<file path="config.mk">
export PLATFORM = sky130hd
export DESIGN_NAME = snake_renderer_flat
export DESIGN_NICKNAME = d
export VERILOG_FILES = /design/src/rtl/snake_renderer_if.sv /design/src/rtl/snake_renderer.sv /design/src/flat_wrapper.sv
export SDC_FILE = /design/constraint.sdc
export NUM_CORES = 1
export LEC_CHECK = 0
export CORE_UTILIZATION = 40
export CTS_BUF_LIST = sky130_fd_sc_hd__clkbuf_8 sky130_fd_sc_hd__clkbuf_16
export DETAILED_ROUTE_END_ITERATION = 16
export GPL_TIMING_DRIVEN = 0
export HOLD_SLACK_MARGIN = 0.06
export PLACE_DENSITY_LB_ADDON = 0.15
export REMOVE_ABC_BUFFERS = 1
export SLEW_MARGIN = 20
export SYNTH_ARGS = -nofsm -noshare
export SYNTH_HDL_FRONTEND = slang
export SYNTH_SLANG_ARGS = --single-unit
</file>
<file path="constraint.sdc">
create_clock -name clk -period 2.84 [get_ports clk]
set_input_delay 0.568 -clock clk [delete_from_list [all_inputs] [get_ports clk]]
set_output_delay 0.568 -clock clk [all_outputs]
set_load 0.02 [all_outputs]
</file>
<file path="src/rtl/snake_renderer_if.sv">
// Pixel-side bus of the snake renderer: timing-generator inputs, grid RAM read port and VGA outputs.
// master drives the timing inputs and RAM data; slave is the renderer itself.
interface snake_renderer_if;
  logic [9:0] hcount;
  logic [9:0] vcount;
  logic       video_on;
  logic       hsync_in;
  logic       vsync_in;
  logic [8:0] cell_addr;
  logic [1:0] cell_data;
  logic [3:0] vga_r;
  logic [3:0] vga_g;
  logic [3:0] vga_b;
  logic       hsync;
  logic       vsync;
  logic       frame_tick;

  modport master (
    output hcount, vcount, video_on, hsync_in, vsync_in, cell_data,
    input  cell_addr, vga_r, vga_g, vga_b, hsync, vsync, frame_tick
  );

  modport slave (
    input  hcount, vcount, video_on, hsync_in, vsync_in, cell_data,
    output cell_addr, vga_r, vga_g, vga_b, hsync, vsync, frame_tick
  );
endinterface

</file>
<file path="src/rtl/snake_renderer.sv">
// Tile renderer for a snake game: maps each pixel to a grid cell, reads the cell and emits its colour.
// Latency 3 clk (address, RAM read, colour) with syncs delayed to match; free-running, no backpressure.
module snake_renderer #(
  parameter int CELL_SHIFT   = 5,
  parameter int GRID_W       = 20,
  parameter int GRID_H       = 15,
  parameter int BLINK_FRAMES = 16
) (
  input  logic            clk,
  input  logic            rst,
  snake_renderer_if.slave vid
);
  localparam logic [9:0]       TICK_LINE = 10'd480;
  localparam int               CNT_W     = (BLINK_FRAMES > 1) ? $clog2(BLINK_FRAMES) : 1;
  localparam logic [CNT_W-1:0] CNT_LAST  = CNT_W'(BLINK_FRAMES - 1);
  localparam logic [8:0]       GRID_W9   = 9'(GRID_W);
  localparam logic [8:0]       GRID_H9   = 9'(GRID_H);

  logic [8:0]       col;
  logic [8:0]       row;
  logic [8:0]       addr;
  logic             wall;
  logic             tick_now;
  logic [11:0]      rgb_next;

  logic             vis1, wall1, hs1, vs1;
  logic             vis2, wall2, hs2, vs2;
  logic [CNT_W-1:0] frame_cnt;
  logic             phase;

  // Row-major cell index; with GRID_W=20 this is (row<<4)+(row<<2)+col.
  always_comb begin
    col      = 9'(vid.hcount >> CELL_SHIFT);
    row      = 9'(vid.vcount >> CELL_SHIFT);
    addr     = row * GRID_W9 + col;
    wall     = (row == 9'd0) || (row == GRID_H9 - 9'd1) ||
               (col == 9'd0) || (col == GRID_W9 - 9'd1);
    tick_now = (vid.hcount == 10'd0) && (vid.vcount == TICK_LINE);
  end

  // cell_data belongs to the pixel now in stage 2; wall overrides whatever the RAM holds.
  always_comb begin
    rgb_next = 12'h000;
    if (vis2) begin
      if (wall2) begin
        rgb_next = 12'h888;
      end else begin
        case (vid.cell_data)
          2'b10:   rgb_next = 12'h8F8;
          2'b01:   rgb_next = 12'h0F0;
          2'b11:   rgb_next = phase ? 12'h800 : 12'hF00;
          default: rgb_next = 12'h000;
        endcase
      end
    end
  end

  always_ff @(posedge clk) begin
    if (rst) begin
      vid.cell_addr  <= 9'd0;
      vis1           <= 1'b0;
      wall1          <= 1'b0;
      hs1            <= 1'b1;
      vs1            <= 1'b1;
      vis2           <= 1'b0;
      wall2          <= 1'b0;
      hs2            <= 1'b1;
      vs2            <= 1'b1;
      vid.vga_r      <= 4'd0;
      vid.vga_g      <= 4'd0;
      vid.vga_b      <= 4'd0;
      vid.hsync      <= 1'b1;
      vid.vsync      <= 1'b1;
      vid.frame_tick <= 1'b0;
      frame_cnt      <= '0;
      phase          <= 1'b0;
    end else begin
      // Blanked pixels read cell 0 so the RAM never sees an out-of-grid address.
      vid.cell_addr  <= vid.video_on ? addr : 9'd0;
      vis1           <= vid.video_on;
      wall1          <= vid.video_on & wall;
      hs1            <= vid.hsync_in;
      vs1            <= vid.vsync_in;

      vis2           <= vis1;
      wall2          <= wall1;
      hs2            <= hs1;
      vs2            <= vs1;

      vid.vga_r      <= rgb_next[11:8];
      vid.vga_g      <= rgb_next[7:4];
      vid.vga_b      <= rgb_next[3:0];
      vid.hsync      <= hs2;
      vid.vsync      <= vs2;

      vid.frame_tick <= tick_now;
      if (tick_now) begin
        if (frame_cnt == CNT_LAST) begin
          frame_cnt <= '0;
          phase     <= ~phase;
        end else begin
          frame_cnt <= frame_cnt + 1'b1;
        end
      end
    end
  end
endmodule
</file>
<file path="src/flat_wrapper.sv">
// flat-port wrapper written by rule: the top's interface ports become plain ports
module snake_renderer_flat 
#(
  parameter int CELL_SHIFT   = 5,
  parameter int GRID_W       = 20,
  parameter int GRID_H       = 15,
  parameter int BLINK_FRAMES = 16
)
  (clk, rst, vid_hcount, vid_vcount, vid_video_on, vid_hsync_in, vid_vsync_in, vid_cell_data, vid_cell_addr, vid_vga_r, vid_vga_g, vid_vga_b, vid_hsync, vid_vsync, vid_frame_tick);
  snake_renderer_if vid_i ();
  input  logic clk;
  input  logic rst;
  input wire logic [$bits(vid_i.hcount)-1:0] vid_hcount;
  input wire logic [$bits(vid_i.vcount)-1:0] vid_vcount;
  input wire logic [$bits(vid_i.video_on)-1:0] vid_video_on;
  input wire logic [$bits(vid_i.hsync_in)-1:0] vid_hsync_in;
  input wire logic [$bits(vid_i.vsync_in)-1:0] vid_vsync_in;
  input wire logic [$bits(vid_i.cell_data)-1:0] vid_cell_data;
  output wire logic [$bits(vid_i.cell_addr)-1:0] vid_cell_addr;
  output wire logic [$bits(vid_i.vga_r)-1:0] vid_vga_r;
  output wire logic [$bits(vid_i.vga_g)-1:0] vid_vga_g;
  output wire logic [$bits(vid_i.vga_b)-1:0] vid_vga_b;
  output wire logic [$bits(vid_i.hsync)-1:0] vid_hsync;
  output wire logic [$bits(vid_i.vsync)-1:0] vid_vsync;
  output wire logic [$bits(vid_i.frame_tick)-1:0] vid_frame_tick;
  assign vid_i.hcount = vid_hcount;
  assign vid_i.vcount = vid_vcount;
  assign vid_i.video_on = vid_video_on;
  assign vid_i.hsync_in = vid_hsync_in;
  assign vid_i.vsync_in = vid_vsync_in;
  assign vid_i.cell_data = vid_cell_data;
  assign vid_cell_addr = vid_i.cell_addr;
  assign vid_vga_r = vid_i.vga_r;
  assign vid_vga_g = vid_i.vga_g;
  assign vid_vga_b = vid_i.vga_b;
  assign vid_hsync = vid_i.hsync;
  assign vid_vsync = vid_i.vsync;
  assign vid_frame_tick = vid_i.frame_tick;
  snake_renderer #(.CELL_SHIFT(CELL_SHIFT), .GRID_W(GRID_W), .GRID_H(GRID_H), .BLINK_FRAMES(BLINK_FRAMES)) u_core (.clk(clk), .rst(rst), .vid(vid_i));
endmodule
</file>
[Word-level counts from Yosys, hierarchy flattened]
Cells that the tools add are included.
Operators by class
  equal/unequal tests: 7
  $add $sub $neg: 2
  bitwise gates (word level): 4
  muxes and demuxes: 4
  reduce and logical (&&, ||, !) cells: 11
  multiply operators: 1
Operators by type and width (count)
  $pmux 12 s3: 1
  $logic_not 9->1: 2
  $mux 12: 1
  $mux 11: 1
  $eq 10x9->1 const B: 1
  $logic_not 10->1: 1
  $add 9x5->9: 1
  $mul 5x3->7 const B: 1
  $eq 5x4->1 const B: 1
  $eq 5x5->1 const B: 1
  $add 4x1->4 const B: 1
  $eq 2x2->1 const B: 2
  $eq 4x4->1 const B: 1
  $mux 4: 1
  $reduce_or 2->1: 2
  $logic_or 1x1->1: 3
  $not 1->1: 3
  $reduce_or 3->1: 1
  $eq 2x1->1 const B: 1
  $reduce_and 2->1: 1
  $and 1x1->1: 1
  $logic_and 1x1->1: 1
Storage, ports and cells
  input bits: 27
  output and inout bits: 24
  bits in registers: 37
  logic and storage cells: 49

[Depth between registers and ports, before layout]
Gate-level depths: netlist (run 1).
  depth after elaboration: 5
  mapped depth: 7
  gate-level depth less buffers: 7

[Worst setup path after synthesis (run 1)]
OpenSTA, ideal clock, no wires.
  kind: input to register
  start: input port vid_vcount[6]
  end: register u_core.vid.cell_addr[8]
  data arrival time: 2.242 ns
  library setup time: 0.115 ns
  path buffers: 0
  stages: 7
  data required time: 2.725 ns
  path slack: 0.483 ns
  cells stage by stage: ha_1 -> ha_1 -> fa_1 -> xor2_1 -> o2111ai_1 -> xor3_1 -> and2_1
Between the ends
  longest elaborated chain between the ends: 2
Ends and longest elaborated chain
  from (decl): line flat_wrapper.sv:14  | input wire logic [$bits(vid_i.vcount)-1:0] vid_vcount;
  $mul 5x3->7: line snake_renderer.sv:35  | addr = row * GRID_W9 + col;
  $add 9x5->9: line snake_renderer.sv:35
  to (signal assigned): line snake_renderer.sv:79  | vid.cell_addr <= vid.video_on ? addr : 9'd0;
  to (decl): line snake_renderer_if.sv:25  | output cell_addr, vga_r, vga_g, vga_b, hsync, vsync, frame_tick
No other way between the ends.
A chain may end at the register's enable or synchronous reset.

[Worst setup path in the final report (run 1)]
  start: input port vid_vcount[7]
  end: register u_core.vid.cell_addr[8]
The elaborated chain is that of the path after synthesis.

==> results of run 1 <==
worst max-delay path: stages:
cell	delay (ns)
clkdlybuf4s50_1	0.51
ha_1	0.24
ha_1	0.21
fa_1	0.38
xor2_1	0.21
o2111ai_1	0.17
xor3_1	0.39
and2_1	0.16
power by group through the flow:
stage	Combinational (mW)	Sequential (mW)	Clock, mW
3_3_place_gp	0.173	0.450	0
6_report	0.175	0.441	0.339
2_1_floorplan	0.0748	0.465	0
4_1_cts	0.177	0.441	0.352
3_5_place_dp	0.176	0.450	0
5_1_grt	0.194	0.442	0.371
cell families after synthesis:
kind of cell | Yosys count | share of synthesized area [%]
buffers and inverters | 15 | 5.73
xor gates and xnor gates | 4 | 3.48
and+or+nand+nor | 57 | 24.9
adders and majority gates | 16 | 14.9
AOI/OAI and AO/OA | 22 | 8.95
DFF | 30 | 41.7
other | 1 | 0.260
registers in the layout, summed over array words and instances, names as in the netlist:
register	count
u_core.frame_cnt	4
u_core.hs1	1
u_core.hs2	1
u_core.phase	1
u_core.vid.cell_addr	9
u_core.vid.frame_tick	1
u_core.vid.hsync	1
u_core.vid.vga_b	1
u_core.vid.vga_g	2
u_core.vid.vga_r	2
u_core.vid.vsync	1
u_core.vis1	1
u_core.vis2	1
u_core.vs1	1
u_core.vs2	1
u_core.wall1	1
u_core.wall2	1
synthesized netlist by cell type (all sizes together), types with 3 or more instances:
master | count | area (µm²)
nor2 | 15 | 56.3
inv | 7 | 26.3
or4 | 3 | 22.5
o21ai | 6 | 30.0
nor4 | 3 | 46.3
xor2 | 3 | 26.3
nor3 | 5 | 25.0
and3 | 3 | 18.8
ha | 14 | 175
o31ai | 3 | 22.5
and2 | 4 | 25.0
a21oi | 9 | 45.0
or2 | 6 | 37.5
nand3 | 4 | 25.0
buf | 7 | 52.6
nor2b | 4 | 25.0
dfxtp | 30 | 601
worst max path at each step:
| stage | start | end | slack (ns) | depth (start not counted) |
|---|---|---|---|---|
| floorplan | vid_vcount[6] | u_core.vid.cell_addr[8] | 0.48 | 7 |
| global placement | vid_vcount[8] | u_core.vid.cell_addr[8] | -0.24 | 8 |
| detailed placement | vid_vcount[8] | u_core.vid.cell_addr[8] | -0.28 | 8 |
| CTS | vid_vcount[8] | u_core.vid.cell_addr[8] | 0.03 | 8 |
| global route | vid_vcount[7] | u_core.vid.cell_addr[8] | 0.1 | 7 |
| finish | vid_vcount[7] | u_core.vid.cell_addr[8] | 0.19 | 8 |
per-layer routing:
metal | global-route usage, % | routed length (µm)
met1 | 18.4 | 1210
met2 | 27.4 | 1300
met3 | 5.59 | 147
met4 | 9.84 | 49
met5 | 0 | 0
cells in the final DEF, fill, tap and decap left out, drive strengths merged:
master         synthesis  layout
o2111ai                1       1
ha                    14      14
conb                   1       3
a21oi                  9       9
fa                     2       2
nand2                  2       2
nand4                  1       1
clkinv                 0       1
and2                   4       4
dfxtp                 30      30
nand3                  4       4
or3                    1       1
o21ai                  6       6
nor2                  15      15
nor4                   3       3
and4bb                 1       1
xor3                   1       1
nor2b                  4       4
inv                    7       8
a21o                   2       2
nand2b                 2       2
nand4b                 1       1
and4                   1       1
a21boi                 1       1
dlymetal6s2s           0       2
clkdlybuf4s50          0      45
nor3b                  1       1
xor2                   3       3
nor3                   5       5
or2                    6       6
o31ai                  3       3
and3                   3       3
clkbuf                 1       6
or4                    3       3
cell type report:
| cell class | count | area [µm²] |
|---|---|---|
| Sequential cell | 30 | 601 |
| Tap cell | 46 | 57.6 |
| Fill cell | 284 | 1370 |
| Multi-Input combinational cell | 102 | 764 |
| Clock inverter | 2 | 8.76 |
| Timing Repair Buffer | 47 | 475 |
| Clock buffer | 6 | 82.6 |
| Inverter | 7 | 26.3 |
stage by stage:
stage | power, mW | util [%]
after global placement | 0.623 | 56.6
after floorplan | 0.540 | -
after detailed placement | 0.626 | 56.6
final | 0.955 | 59.5
after CTS | 0.970 | 59.3
after global routing | 1.01 | 59.5
repair_timing:
item / 4_1_cts / 5_1_grt
setup buffers: 0 / 0
resized for setup: 0 / 2
setup endpoints to repair: 0 / 1
==> results.md, run 1 <==
- Status: complete, no violations
- Clock share of power: 35.5%
- Worst r2r path cells: 4
- Post-route setup TNS: 0 ns
- Hold buffers post-CTS: 0
- Worst-path clk slew: 0.06 ns
- H-Tree Depth: 2
- Final Worst Setup Slack: roughly 0.19 ns
- Reg2Reg Setup Slack: between 1 and 1.5 ns
- Worst-Margin Slew: ~0.51 ns
- Critical path data arrival time: 2.82 ns
- Initial antenna violation count: 0
- Root Buffer: clkbuf_8
- Pin count of the biggest net entering global routing: 17
- Final Non-Filler Cells: 240
- Worst skew pair latency: about 0.27 ns
- Hold depth: 1
- Reg power frac: around 46%
- Synthesized area: around 1400 µm²
- Starting Density: between 40 and 50%
- Global Route Usage Sum: 16.5%
- DRT Wirelength: 2710 µm
- Switching part of the total: about a quarter
- Avg Cell Area, Syn: roughly 9.9 µm²
- Residual DRC: 0
- CP endpoint kind: register
- Yosys cell types: 34
- Worst-path fanout max: 6
- CTS tree: built
- # nets final: ~240
- Ant. Diodes: 0
- Total placed cells including tap cells: roughly 230
- CTS max path bufs: 2
- IO Pins: 51
- Min-delay worst type: register to register
- GRT overflow: 0
- Initial DRT Pass Iterations: 4
- Reported max-cap violation count: 0
- First-pass GRT wire length: roughly 4500 µm
- Core area: between 3000 and 4000 µm²
- RePlAce Congestion: about 0.79
- Reg2Reg Capture Point: u_core.frame_cnt[2]
- Rel. slew slack: approximately two thirds
- # setup viols final: 0
- Fin Hold WS: about 0.4 ns
- DR vias: between 1000 and 1500
- VDD IR-drop max: 0.348 mV
- Fmax: approximately 380 MHz
- Sequential share of the synthesized area: 41.7%
- Antenna Nets Post-Route: 0
- Vias in the first global route: approximately 1100
- Yosys reg bits: 30
- Worst setup SP type: input pin
- CP Class: input pin to register
- DRC violation total after the first TritonRoute iteration: 21
- Area grow syn2layout: 40.0%
- Combinational share of power: 18.3%
- Worst Hold Launch: u_core.vs2
- Final Skew: 0.00538 ns
- Fin area: slightly above 2000 µm²
- Power per cell area: 474 nW/µm²
- Synth async-reset ratio: 0%
- Slew Limit Fails: 0
- Die H: 62 µm
- Die Wd: 62 µm
- Ys Warns: 0
- PortBufs: 47
- # rows: 21
- Leakage: about 0.85 nW
- Placed Area: 1920 µm²
- Number of synthesized flops with an enable pin: 0
- Final worst path period share: about 93%
- Syn Inst Count: between 100 and 150
- Critical Path RT: ~3 ns
- Final Hold Viols: 0
- Share of layout cells above drive strength 1: between 10% and 20%
- Area of the die: around 3800 µm²
- Num Clock Sinks: 30
- Vias per std cell: 4.72
- CTS Buf Count: 5
- Final HPWL DP: about 2100 µm
- Top_reg_cell synth: dfxtp_1
- Net Sw Power: 0.235 mW
- Min Tclk post-route: 2.65 ns
- Hold path endpoint: u_core.vid.vsync
- Routed length per placed instance: around 11 µm
- R2R Path Start: u_core.frame_cnt[0]
- Post-Place Worst Slack: -0.282 ns
- Unrepaired setup endpoints after global routing: false
- Internal Pwr Total: about 0.72 mW
Note: power is estimated with default switching activity, not from simulation.
==> run 2: changes to the inputs <==
Settings changed: GPL_ROUTABILITY_DRIVEN from default to 1.
==> results of run 2 <==
The final DEF is identical to that of run 1; final timing and power are the same.
